==> src/rtl/seq_pkg.sv <==
// seq_pkg: shared state encodings for the sequence generator and detector.
package seq_pkg;
  typedef enum logic [1:0] {IDLE, SEND, GAP, FIN} state_t;
  typedef enum logic [1:0] {DET_IDLE, DET_S1, DET_S10, DET_HIT} det_state_t;
endpackage

==> src/rtl/seq_pattern_gen_if.sv <==
// seq_pattern_gen_if: control and serial-output bundle of the pattern generator.
interface seq_pattern_gen_if #(
  parameter int PAT_W = 8,
  parameter int LEN_W = 4,
  parameter int REP_W = 8,
  parameter int GAP_W = 4
);
  logic             start;
  logic             abort;
  logic [PAT_W-1:0] pat;
  logic [LEN_W-1:0] len;
  logic [REP_W-1:0] reps;
  logic [GAP_W-1:0] gap;
  logic             out;
  logic             out_valid;
  logic             frame_sof;
  logic             busy;
  logic             done;
  modport master (output start, abort, pat, len, reps, gap,
                  input  out, out_valid, frame_sof, busy, done);
  modport slave  (input  start, abort, pat, len, reps, gap,
                  output out, out_valid, frame_sof, busy, done);
endinterface

==> src/rtl/seq_down_cnt.sv <==
// seq_down_cnt: loadable down-counter that saturates at zero.
module seq_down_cnt #(
  parameter int W = 4
) (
  input  logic         clk,
  input  logic         rst,
  input  logic         i_load,
  input  logic         i_dec,
  input  logic [W-1:0] i_val,
  output logic [W-1:0] o_cnt,
  output logic         o_zero
);
  logic [W-1:0] r_cnt;
  always_ff @(posedge clk or negedge rst)
    if (!rst) r_cnt <= '0;
    else if (i_load) r_cnt <= i_val;
    else if (i_dec && !o_zero) r_cnt <= r_cnt - 1'b1;
  assign o_cnt  = r_cnt;
  assign o_zero = (r_cnt == '0);
endmodule

==> src/rtl/seq_pattern_gen.sv <==
// seq_pattern_gen: serial MSB-first pattern transmitter with repeat count and inter-frame gap.
module seq_pattern_gen
  import seq_pkg::*;
#(
  parameter int PAT_W = 8,
  parameter int LEN_W = 4,
  parameter int REP_W = 8,
  parameter int GAP_W = 4
) (
  input logic               clk,
  input logic               rst,
  seq_pattern_gen_if.slave  bus
);
  state_t           r_state, w_nxt;
  logic [PAT_W-1:0] r_pat, w_src, w_shift;
  logic [LEN_W-1:0] r_len, w_len_c, w_idx, w_bit_cnt;
  logic [GAP_W-1:0] r_gap, w_gap_cnt;
  logic [REP_W-1:0] w_frm_cnt;
  logic w_latch, w_sof;
  logic w_bit_load, w_bit_dec, w_bit_zero;
  logic w_gap_load, w_gap_dec, w_gap_zero;
  logic w_frm_load, w_frm_dec, w_frm_zero;
  logic r_out, r_valid, r_sof, r_busy, r_done;
  logic w_unused;

  assign w_len_c  = (bus.len > LEN_W'(PAT_W)) ? LEN_W'(PAT_W) : bus.len;
  assign w_shift  = w_src >> w_idx;
  assign w_unused = ^{w_gap_cnt, w_frm_cnt, w_shift[PAT_W-1:1]};

  // w_idx is both the next bit to drive and the bit counter's load value
  always_comb begin
    w_nxt      = r_state;
    w_latch    = 1'b0;
    w_sof      = 1'b0;
    w_src      = r_pat;
    w_idx      = w_bit_cnt - 1'b1;
    w_bit_load = 1'b0;
    w_bit_dec  = 1'b0;
    w_gap_load = 1'b0;
    w_gap_dec  = 1'b0;
    w_frm_load = 1'b0;
    w_frm_dec  = 1'b0;
    unique case (r_state)
      IDLE: if (bus.start) begin
        w_latch = 1'b1;
        if (w_len_c == '0 || bus.reps == '0) w_nxt = FIN;
        else begin
          w_nxt      = SEND;
          w_src      = bus.pat;
          w_idx      = w_len_c - 1'b1;
          w_sof      = 1'b1;
          w_bit_load = 1'b1;
          w_frm_load = 1'b1;
        end
      end
      SEND:
        if (bus.abort) w_nxt = IDLE;
        else if (!w_bit_zero) w_bit_dec = 1'b1;
        else if (w_frm_zero) w_nxt = FIN;
        else begin
          w_frm_dec = 1'b1;
          if (r_gap == '0) begin
            w_idx      = r_len - 1'b1;
            w_sof      = 1'b1;
            w_bit_load = 1'b1;
          end else begin
            w_nxt      = GAP;
            w_gap_load = 1'b1;
          end
        end
      GAP:
        if (bus.abort) w_nxt = IDLE;
        else if (w_gap_zero) begin
          w_nxt      = SEND;
          w_idx      = r_len - 1'b1;
          w_sof      = 1'b1;
          w_bit_load = 1'b1;
        end else w_gap_dec = 1'b1;
      FIN: w_nxt = IDLE;
      default: w_nxt = IDLE;
    endcase
  end

  seq_down_cnt #(.W(LEN_W)) u_bit (
    .clk(clk), .rst(rst), .i_load(w_bit_load), .i_dec(w_bit_dec),
    .i_val(w_idx), .o_cnt(w_bit_cnt), .o_zero(w_bit_zero));
  seq_down_cnt #(.W(GAP_W)) u_gap (
    .clk(clk), .rst(rst), .i_load(w_gap_load), .i_dec(w_gap_dec),
    .i_val(r_gap - 1'b1), .o_cnt(w_gap_cnt), .o_zero(w_gap_zero));
  seq_down_cnt #(.W(REP_W)) u_frm (
    .clk(clk), .rst(rst), .i_load(w_frm_load), .i_dec(w_frm_dec),
    .i_val(bus.reps - 1'b1), .o_cnt(w_frm_cnt), .o_zero(w_frm_zero));

  always_ff @(posedge clk or negedge rst)
    if (!rst) begin
      r_state <= IDLE;
      r_pat   <= '0;
      r_len   <= '0;
      r_gap   <= '0;
      r_out   <= 1'b0;
      r_valid <= 1'b0;
      r_sof   <= 1'b0;
      r_busy  <= 1'b0;
      r_done  <= 1'b0;
    end else begin
      r_state <= w_nxt;
      if (w_latch) begin
        r_pat <= bus.pat;
        r_len <= w_len_c;
        r_gap <= bus.gap;
      end
      r_out   <= (w_nxt == SEND) & w_shift[0];
      r_valid <= (w_nxt == SEND);
      r_sof   <= w_sof;
      r_busy  <= (w_nxt == SEND) || (w_nxt == GAP);
      r_done  <= (w_nxt == FIN);
    end

  assign bus.out       = r_out;
  assign bus.out_valid = r_valid;
  assign bus.frame_sof = r_sof;
  assign bus.busy      = r_busy;
  assign bus.done      = r_done;
endmodule

==> src/flat_wrapper.sv <==
// flat-port wrapper written by rule: the top's interface ports become plain ports
module seq_pattern_gen_flat import seq_pkg::*;
#(
  parameter int PAT_W = 8,
  parameter int LEN_W = 4,
  parameter int REP_W = 8,
  parameter int GAP_W = 4
)
  (clk, rst, bus_start, bus_abort, bus_pat, bus_len, bus_reps, bus_gap, bus_out, bus_out_valid, bus_frame_sof, bus_busy, bus_done);
  seq_pattern_gen_if #(.PAT_W(PAT_W), .LEN_W(LEN_W), .REP_W(REP_W), .GAP_W(GAP_W)) bus_i ();
  input logic clk;
  input logic rst;
  input wire logic [$bits(bus_i.start)-1:0] bus_start;
  input wire logic [$bits(bus_i.abort)-1:0] bus_abort;
  input wire logic [$bits(bus_i.pat)-1:0] bus_pat;
  input wire logic [$bits(bus_i.len)-1:0] bus_len;
  input wire logic [$bits(bus_i.reps)-1:0] bus_reps;
  input wire logic [$bits(bus_i.gap)-1:0] bus_gap;
  output wire logic [$bits(bus_i.out)-1:0] bus_out;
  output wire logic [$bits(bus_i.out_valid)-1:0] bus_out_valid;
  output wire logic [$bits(bus_i.frame_sof)-1:0] bus_frame_sof;
  output wire logic [$bits(bus_i.busy)-1:0] bus_busy;
  output wire logic [$bits(bus_i.done)-1:0] bus_done;
  assign bus_i.start = bus_start;
  assign bus_i.abort = bus_abort;
  assign bus_i.pat = bus_pat;
  assign bus_i.len = bus_len;
  assign bus_i.reps = bus_reps;
  assign bus_i.gap = bus_gap;
  assign bus_out = bus_i.out;
  assign bus_out_valid = bus_i.out_valid;
  assign bus_frame_sof = bus_i.frame_sof;
  assign bus_busy = bus_i.busy;
  assign bus_done = bus_i.done;
  seq_pattern_gen #(.PAT_W(PAT_W), .LEN_W(LEN_W), .REP_W(REP_W), .GAP_W(GAP_W)) u_core (.clk(clk), .rst(rst), .bus(bus_i));
endmodule
==> config.mk <==
export PLATFORM = sky130hd
export DESIGN_NAME = seq_pattern_gen_flat
export DESIGN_NICKNAME = d
export VERILOG_FILES = /design/src/rtl/seq_pkg.sv /design/src/rtl/seq_pattern_gen_if.sv /design/src/rtl/seq_down_cnt.sv /design/src/rtl/seq_pattern_gen.sv /design/src/flat_wrapper.sv
export SDC_FILE = /design/constraint.sdc
export NUM_CORES = 1
export LEC_CHECK = 0
export BUFFER_PORTS_ARGS = -buffer_cell sky130_fd_sc_hd__buf_4
export CELL_PAD_IN_SITES_DETAIL_PLACEMENT = 1
export CELL_PAD_IN_SITES_GLOBAL_PLACEMENT = 2
export CORE_UTILIZATION = 38
export DETAILED_ROUTE_END_ITERATION = 10
export MAX_ROUTING_LAYER = met4
export PLACE_DENSITY = 0.83
export SYNTH_ARGS = -nofsm -noshare
export SYNTH_HDL_FRONTEND = slang
export SYNTH_SLANG_ARGS = --single-unit
==> constraint.sdc <==
create_clock -name clk -period 6 [get_ports clk]
set_clock_uncertainty 0.2 [all_clocks]
set_input_delay 0.3 -clock clk [delete_from_list [all_inputs] [get_ports clk]]
set_output_delay 0.3 -clock clk [all_outputs]
set_load 0.005 [all_outputs]
==> flow_metrics.tcl, run 1 <==
set metrics [dict create \
    rsz0062_at_grt "false" \
    regArea_sq_um 975.9 \
    syn_nets 317 \
    synth_fa_ha_area_share_pct 4.511 \
    netlist_area_sq_um 2496 \
    slew_violations 0 \
    path_cells "or3b_1, a211oi_4, mux2i_1, ha_1, o21ai_1, nor4_1, xnor2_1, mux2i_1" \
    dp_cells 380 \
    worst_slew_pin_slew_ps 883.5 \
    post-cts-setup-buffers 0 \
    synth-edff-count 0 \
    io_buffer_count 32 \
    clkSinkCount 39 \
    gp_congestion 0.8387 \
    cpMostUsedCell "mux2i_1" \
    setup_violations 0 \
    ir_worst_vdd_mv 0.2311 \
    final_nets 357 \
    crit_arrival_ps 3580 \
    route.detailed.drc 0 \
    synth_top_family_by_area "simple AND/OR/NAND/NOR gates" \
    multiInputGateArea_sq_um 1426 \
    syn_inst 280 \
    die_w_microns 83.05 \
    synthSimpleGateAreaFrac_pct 23.11 \
    cpMaxStageDelayCell "a211oi_4" \
    clock_latency_ps 300 \
    dr_total_vias 2191 \
    hold_path_class "primary input to register" \
    avgSynthCellArea_sq_um 8.915 \
    power.total_mw 1.307 \
    synth_cell_types 54 \
    rows 29 \
    grtUsageTotal_pct 21.72 \
    yosysWarnings 0 \
    cts_max_level 2 \
    fin_cells 398 \
    syn2layout_area_growth_pct 19.25 \
    slew_headroom_pct 40.91 \
    synthMuxAreaShare_pct 3.609 \
    root_buffer "clkbuf_8" \
    fillers 755 \
    powerDensity_nw_per_um2 439.2 \
    diodes 0 \
    synthXorXnorAreaFrac_pct 5.263 \
    fin_crit_ps 3625 \
    avgRoutedWirePerCell_microns 16.78 \
    start_util_pct 39.31 \
    status "complete, no violations" \
    viasPerCell 5.505 \
    die_h_microns 83.05 \
    dieArea_sq_um 6897 \
    slowest_delay_ps 890 \
    critPathRequiredTime_ps 5950 \
    finalHoldViolCount 0 \
    wirelength_mm 6.678 \
    num_io_pins 33 \
    fin_util_pct 46.88 \
    p_leak_nw 1.310 \
    max_freq_ghz 0.2759 \
    placed_area_sq_um 2791 \
    grt_overflow_total 0 \
    grt_pass1_wl_mm 11.56 \
    worstSetupStartpointType "register" \
    yosysSeqAreaShare_pct 39.10 \
    drt-pass1-iter-count 5 \
    synth_compound_area_share_pct 20.65 \
    route.antenna.remaining_nets 0 \
    cts_tree "yes" \
    cts.clk_slew.worst_paths_ps 80 \
    grt_max_degree 40 \
    hpwl_mm 5.086 \
    drtIter0Drc 111 \
    yosys_most_used_dff "dfrtp_1" \
    async_flop_share_pct 100.0 \
    period_share_pct 60.42 \
    drive_gt1_share_pct 15.89 \
    fin_area_sq_um 2977 \
    timing.max_cap.violations 0 \
    antenna_found_initial 0 \
    finalSetupTns_ps 0 \
    worstPathMaxFanout 24 \
    cts_max_path_buffers 2 \
    numCtsBuffers 5 \
    crit_type "register to register" \
    end_kind "register" \
    first_global_vias 2335 \
    core_sq_um 6350 \
    synth_seq_cells 39 \
]
-- what timing repair did --
action | 4_1_cts | 5_1_grt
resized for setup | 0 | 0
hold buffers | 10 | 0
endpoints found under the hold margin | 48 | 0
setup endpoints to repair | 0 | 0
-- stage by stage --
stage          setup WS [ps]  hold WS, ps
2_1_floorplan           2960       -195.6
3_3_place_gp            2517        110.7
3_5_place_dp            2411        128.3
4_1_cts                 2373        5.089
5_1_grt                 2126        6.396
6_report                2375        7.045
-- layout make-up --
cell class	instances	share of cell area, %
multi-input combinational	219	47.92
sequential	39	32.79
timing repair buffer	43	11.69
tap	77	3.237
clock buffer	6	2.438
inverter	12	1.513
clock inverter	2	0.4203
-- metal layers --
| layer | track usage (%) | up-vias | share of wire, % |
|---|---|---|---|
| met5 | - | - | 0 |
| met4 | 5.799 | 0 | 1.1 |
| met3 | 4.274 | 7 | 3.4 |
| met2 | 35.54 | 35 | 47 |
| met1 | 27.52 | 1059 | 49 |
| li1 | - | 1090 | - |
-- layout by cell type (no fill, tap or decap), types with 4 or more instances in the layout --
cell           count
mux2i_1            9
dlygate4sd3_1     10
nor4_1             5
o21ai_0            9
nor2_1            18
xnor2_1            9
a21oi_1           12
dfrtp_1           39
nor3_1            12
buf_4             33
o211ai_1           8
nand2_1           56
inv_1             12
xor2_1             6
nand3_1            4
clkbuf_8           5
o21ai_1            5
ha_1               9
-- final timing paths --
path / from / to / slack, ps / cells after the start
min reg2reg: u_core.r_pat[1] / u_core.r_pat[1] / 280 / 2
max in group asynchronous: rst / u_core.r_state[0] / 4920 / 2
min: bus_pat[2] / u_core.r_pat[2] / 7 / 3
min in group asynchronous: rst / u_core.u_frm.o_cnt[2] / 310 / 2
max: u_core.r_state[1] / u_core.u_frm.o_cnt[6] / 2370 / 8
max reg2reg: u_core.r_state[1] / u_core.u_frm.o_cnt[6] / 2370 / 8
-- cells in the mapped netlist, types with 3 or more instances --
cell type,n,share of area [%]
or4_1,3,0.90
nor2_1,18,2.7
a21oi_1,12,2.4
xor2_1,6,2.1
nand3_1,4,0.80
o21ai_1,5,1.0
a22o_1,3,1.1
inv_1,12,1.8
buf_2,3,0.60
mux2i_1,9,3.6
clkbuf_1,6,0.90
dfrtp_1,39,39
nand2b_1,3,0.75
xnor2_1,9,3.2
ha_1,9,4.5
o211ai_1,8,2.4
nor3_1,12,2.4
nand2_1,56,8.4
nor4_1,5,1.3
nor3b_1,3,0.90
o21ai_0,9,1.8
o21a_1,3,0.90
-- state kept, by name, indices dropped and copies added (netlist names) --
name,flops
u_core.r_pat,8
u_core.u_frm.o_cnt,8
u_core.r_gap,4
u_core.r_len,4
u_core.u_bit.o_cnt,4
u_core.u_gap.o_cnt,4
u_core.r_state,2
u_core.bus.busy,1
u_core.bus.done,1
u_core.bus.frame_sof,1
u_core.bus.out,1
u_core.bus.out_valid,1
-- power by group --
part / total (mW) / leakage (nW) / internal (mW) / switching [mW]
clock network: 0.182 / 0.0412 / 0.0814 / 0.101
registers: 0.481 / 0.479 / 0.380 / 0.100
logic: 0.645 / 0.789 / 0.276 / 0.368
total: 1.31 / 1.31 / 0.738 / 0.569
-- worst max-delay path: cells and delay by family (launching register included) --
family / cells / cell delay [ps]
AND/OR/NAND/NOR: 2 / 1060
AO/OA/AOI/OAI: 2 / 1050
flip-flops: 1 / 430
multiplexers: 2 / 350
adder cells (fa/ha/maj): 1 / 220
XOR/XNOR: 1 / 150
-- kinds of logic (layout without fill, tap and decap cells) --
| family | count (synthesis) | count (layout) |
|---|---|---|
| muxes | 9 | 9 |
| adders and majority gates | 9 | 9 |
| buffers and inverters | 22 | 63 |
| and+or+nand+nor | 119 | 119 |
| AOI/OAI and AO/OA | 67 | 67 |
| DFF | 39 | 39 |
| xor gates and xnor gates | 15 | 15 |
Power figures use the tool's default switching activity.
==> inputs of run 2 (changes only) <==
--- a/config.mk
+++ b/config.mk
@@ -8,10 +8,10 @@
 export BUFFER_PORTS_ARGS = -buffer_cell sky130_fd_sc_hd__buf_4
 export CELL_PAD_IN_SITES_DETAIL_PLACEMENT = 1
 export CELL_PAD_IN_SITES_GLOBAL_PLACEMENT = 2
-export CORE_UTILIZATION = 38
+export CORE_UTILIZATION = 32
 export DETAILED_ROUTE_END_ITERATION = 10
 export MAX_ROUTING_LAYER = met4
-export PLACE_DENSITY = 0.83
+export PLACE_DENSITY = 0.74
 export SYNTH_ARGS = -nofsm -noshare
 export SYNTH_HDL_FRONTEND = slang
 export SYNTH_SLANG_ARGS = --single-unit
==> constraint.sdc (replaced) <==
create_clock -name clk -period 3.3 [get_ports clk]
set_clock_uncertainty 0.2 [all_clocks]
set_input_delay 0.165 -clock clk [delete_from_list [all_inputs] [get_ports clk]]
set_output_delay 0.165 -clock clk [all_outputs]
set_load 0.005 [all_outputs]
==> run 2 against run 1 <==
Wire length rose by 7.3%. Global-route usage shrank 2.2 points. Non-clock buffer count grew 21. Sequential share of layout area down 2.2 points. Via count rose by 4.2%. Maximum frequency increased by 16%. Critical path depth increased by 5. Count of clock-buffer cells in the layout increased by 1. Clock power up 77%. Highest routed layer unchanged. Sequential power rose by 83%.
==> flow_metrics.tcl, run 2 (synthesized netlist as in run 1, its figures left out) <==
set metrics [dict create \
    status "complete, no violations" \
    route.antenna.remaining_nets 0 \
    grt_pass1_wl_mm 12.25 \
    io_buffer_count 32 \
    drt-pass1-iter-count 4 \
    avgRoutedWirePerCell_microns 16.25 \
    cts_max_path_buffers 2 \
    num_io_pins 33 \
    post-cts-setup-buffers 0 \
    slowest_delay_ps 490 \
    antenna_found_initial 0 \
    timing.max_cap.violations 0 \
    crit_type "register to register" \
    p_leak_nw 1.409 \
    drt-met1-wl_mm 3.586 \
    syn2layout_area_growth_pct 27.92 \
    crit_family "simple AND/OR/NAND/NOR gates" \
    cp_num_buf_inv 3 \
    numCtsBuffers 5 \
    path_cells "inv_1, ha_1, or3b_2, or2_1, buf_4, nor2_4, a22o_1, inv_1, ha_1, nand3_1, o21ai_0, a32oi_1, o21a_1" \
    wl_met2_mm 3.354 \
    ir_worst_vdd_mv 0.2826 \
    clkSinkCount 39 \
    start_util_pct 33.69 \
    drtIter0Drc 61 \
    powerDensity_nw_per_um2 768.0 \
    hpwl_mm 5.492 \
    drive_gt1_share_pct 19.01 \
    final_nets 378 \
    worstSetupStartpointType "register" \
    critPathRequiredTime_ps 3340 \
    rsz0062_at_grt "false" \
    dr_total_vias 2283 \
    finalSetupTns_ps 0 \
    first_global_vias 2455 \
    multiInputGateArea_sq_um 1439 \
    layout_commonest_cell "nand2_1" \
    slew_violations 0 \
    fin_area_sq_um 3193 \
    setup_violations 0 \
    grt_max_degree 40 \
    end_kind "register" \
    dp_cells 414 \
    hold_path_class "primary input to register" \
    route.detailed.drc 0 \
    fin_cells 441 \
    finalHoldViolCount 0 \
    cts_tree "yes" \
    worstPathMaxFanout 10 \
    root_buffer "clkbuf_8" \
    highest_layer "met4" \
    final_cell_mix "nand2_1, buf_4, dfrtp_1, dlygate4sd3_1, nor2_1" \
    placed_area_sq_um 2909 \
    period_share_pct 94.60 \
    fin_crit_ps 3122 \
    gp_congestion 0.8326 \
    cpMaxStageDelayCell "or3b_2" \
    rows 31 \
    clock_latency_ps 300 \
    regArea_sq_um 975.9 \
    cts.clk_slew.worst_paths_ps 80 \
    max_freq_ghz 0.3203 \
    wirelength_mm 7.168 \
    die_w_microns 90.32 \
    grt_overflow_total 0 \
    dieArea_sq_um 8158 \
    diodes 0 \
    fillers 886 \
    slew_headroom_pct 60.79 \
    viasPerCell 5.177 \
    core_sq_um 7408 \
    route.met3.wl_microns 150 \
    grtUsageTotal_pct 19.56 \
    worst_slew_pin_slew_ps 583.2 \
    cts_max_level 2 \
    crit_arrival_ps 3160 \
    die_h_microns 90.32 \
]
run 2: cell count changes in the layout (fill, tap and decap cells not counted), sizes merged:
cell,before,now
dlygate4sd3,10,19
buf,33,45
clkbuf,6,7
clkinvlp,1,0
run 2: area by class of cell:
cell class              instances  share of cell area (%)
well taps                      99                   3.879
repair buffers                 64                   16.54
clock buffers                   7                   2.390
clock inverters                 1                  0.1567
inverters                      12                   1.411
multi-input cells             219                   45.06
flip-flops and latches         39                   30.56
run 2: worst register-to-register path: stages, from the launching register on:
cell     delay (ps)
dfrtp_1         420
inv_1           160
ha_1            160
or3b_2          490
or2_1           240
buf_4           170
nor2_4          230
a22o_1          230
inv_1            60
ha_1            220
nand3_1          90
o21ai_0          80
a32oi_1         180
o21a_1          140
run 2: per-layer routing:
layer  global-route usage, %  up-vias
met5                       -        -
met1                   25.38     1119
met4                   4.973        0
li1                        -     1130
met2                   31.87       29
met3                   3.114        5
run 2: worst paths after layout:
path                                         end                  start  cells after the start  slack (ps)
setup / recovery           u_core.u_gap.o_cnt[2]  u_core.u_bit.o_cnt[0]                     13         180
hold / removal             u_core.u_frm.o_cnt[5]            bus_reps[5]                      4          10
setup reg to reg           u_core.u_gap.o_cnt[2]  u_core.u_bit.o_cnt[0]                     13         180
hold reg to reg                  u_core.r_pat[4]        u_core.r_pat[4]                      2         280
max in group asynchronous  u_core.u_bit.o_cnt[0]                    rst                      2        2350
min in group asynchronous  u_core.u_frm.o_cnt[7]                    rst                      2         180
run 2: report_power, final:
part           switching, mW  internal, mW
Sequential             0.190         0.692
Clock                  0.174         0.149
Combinational          0.692         0.555
run 2: stage by stage:
stage                     util (%)  hold WS (ps)  total power, mW  setup WS (ps)
after floorplan                  -        -330.6            1.703          259.6
after CTS                    42.93         15.16            2.475          77.42
after global placement       39.27        -18.19            2.087          257.3
after global routing         43.10         31.24            2.681          26.87
after detailed placement     39.27        -14.08            2.116          219.0
final                        43.10         14.83            2.452          178.3
run 2: timing repair:
item,CTS,global route
hold buffers,19,0
resized for setup,0,3
endpoints found under the setup margin,0,3
endpoints found under the hold margin,57,0
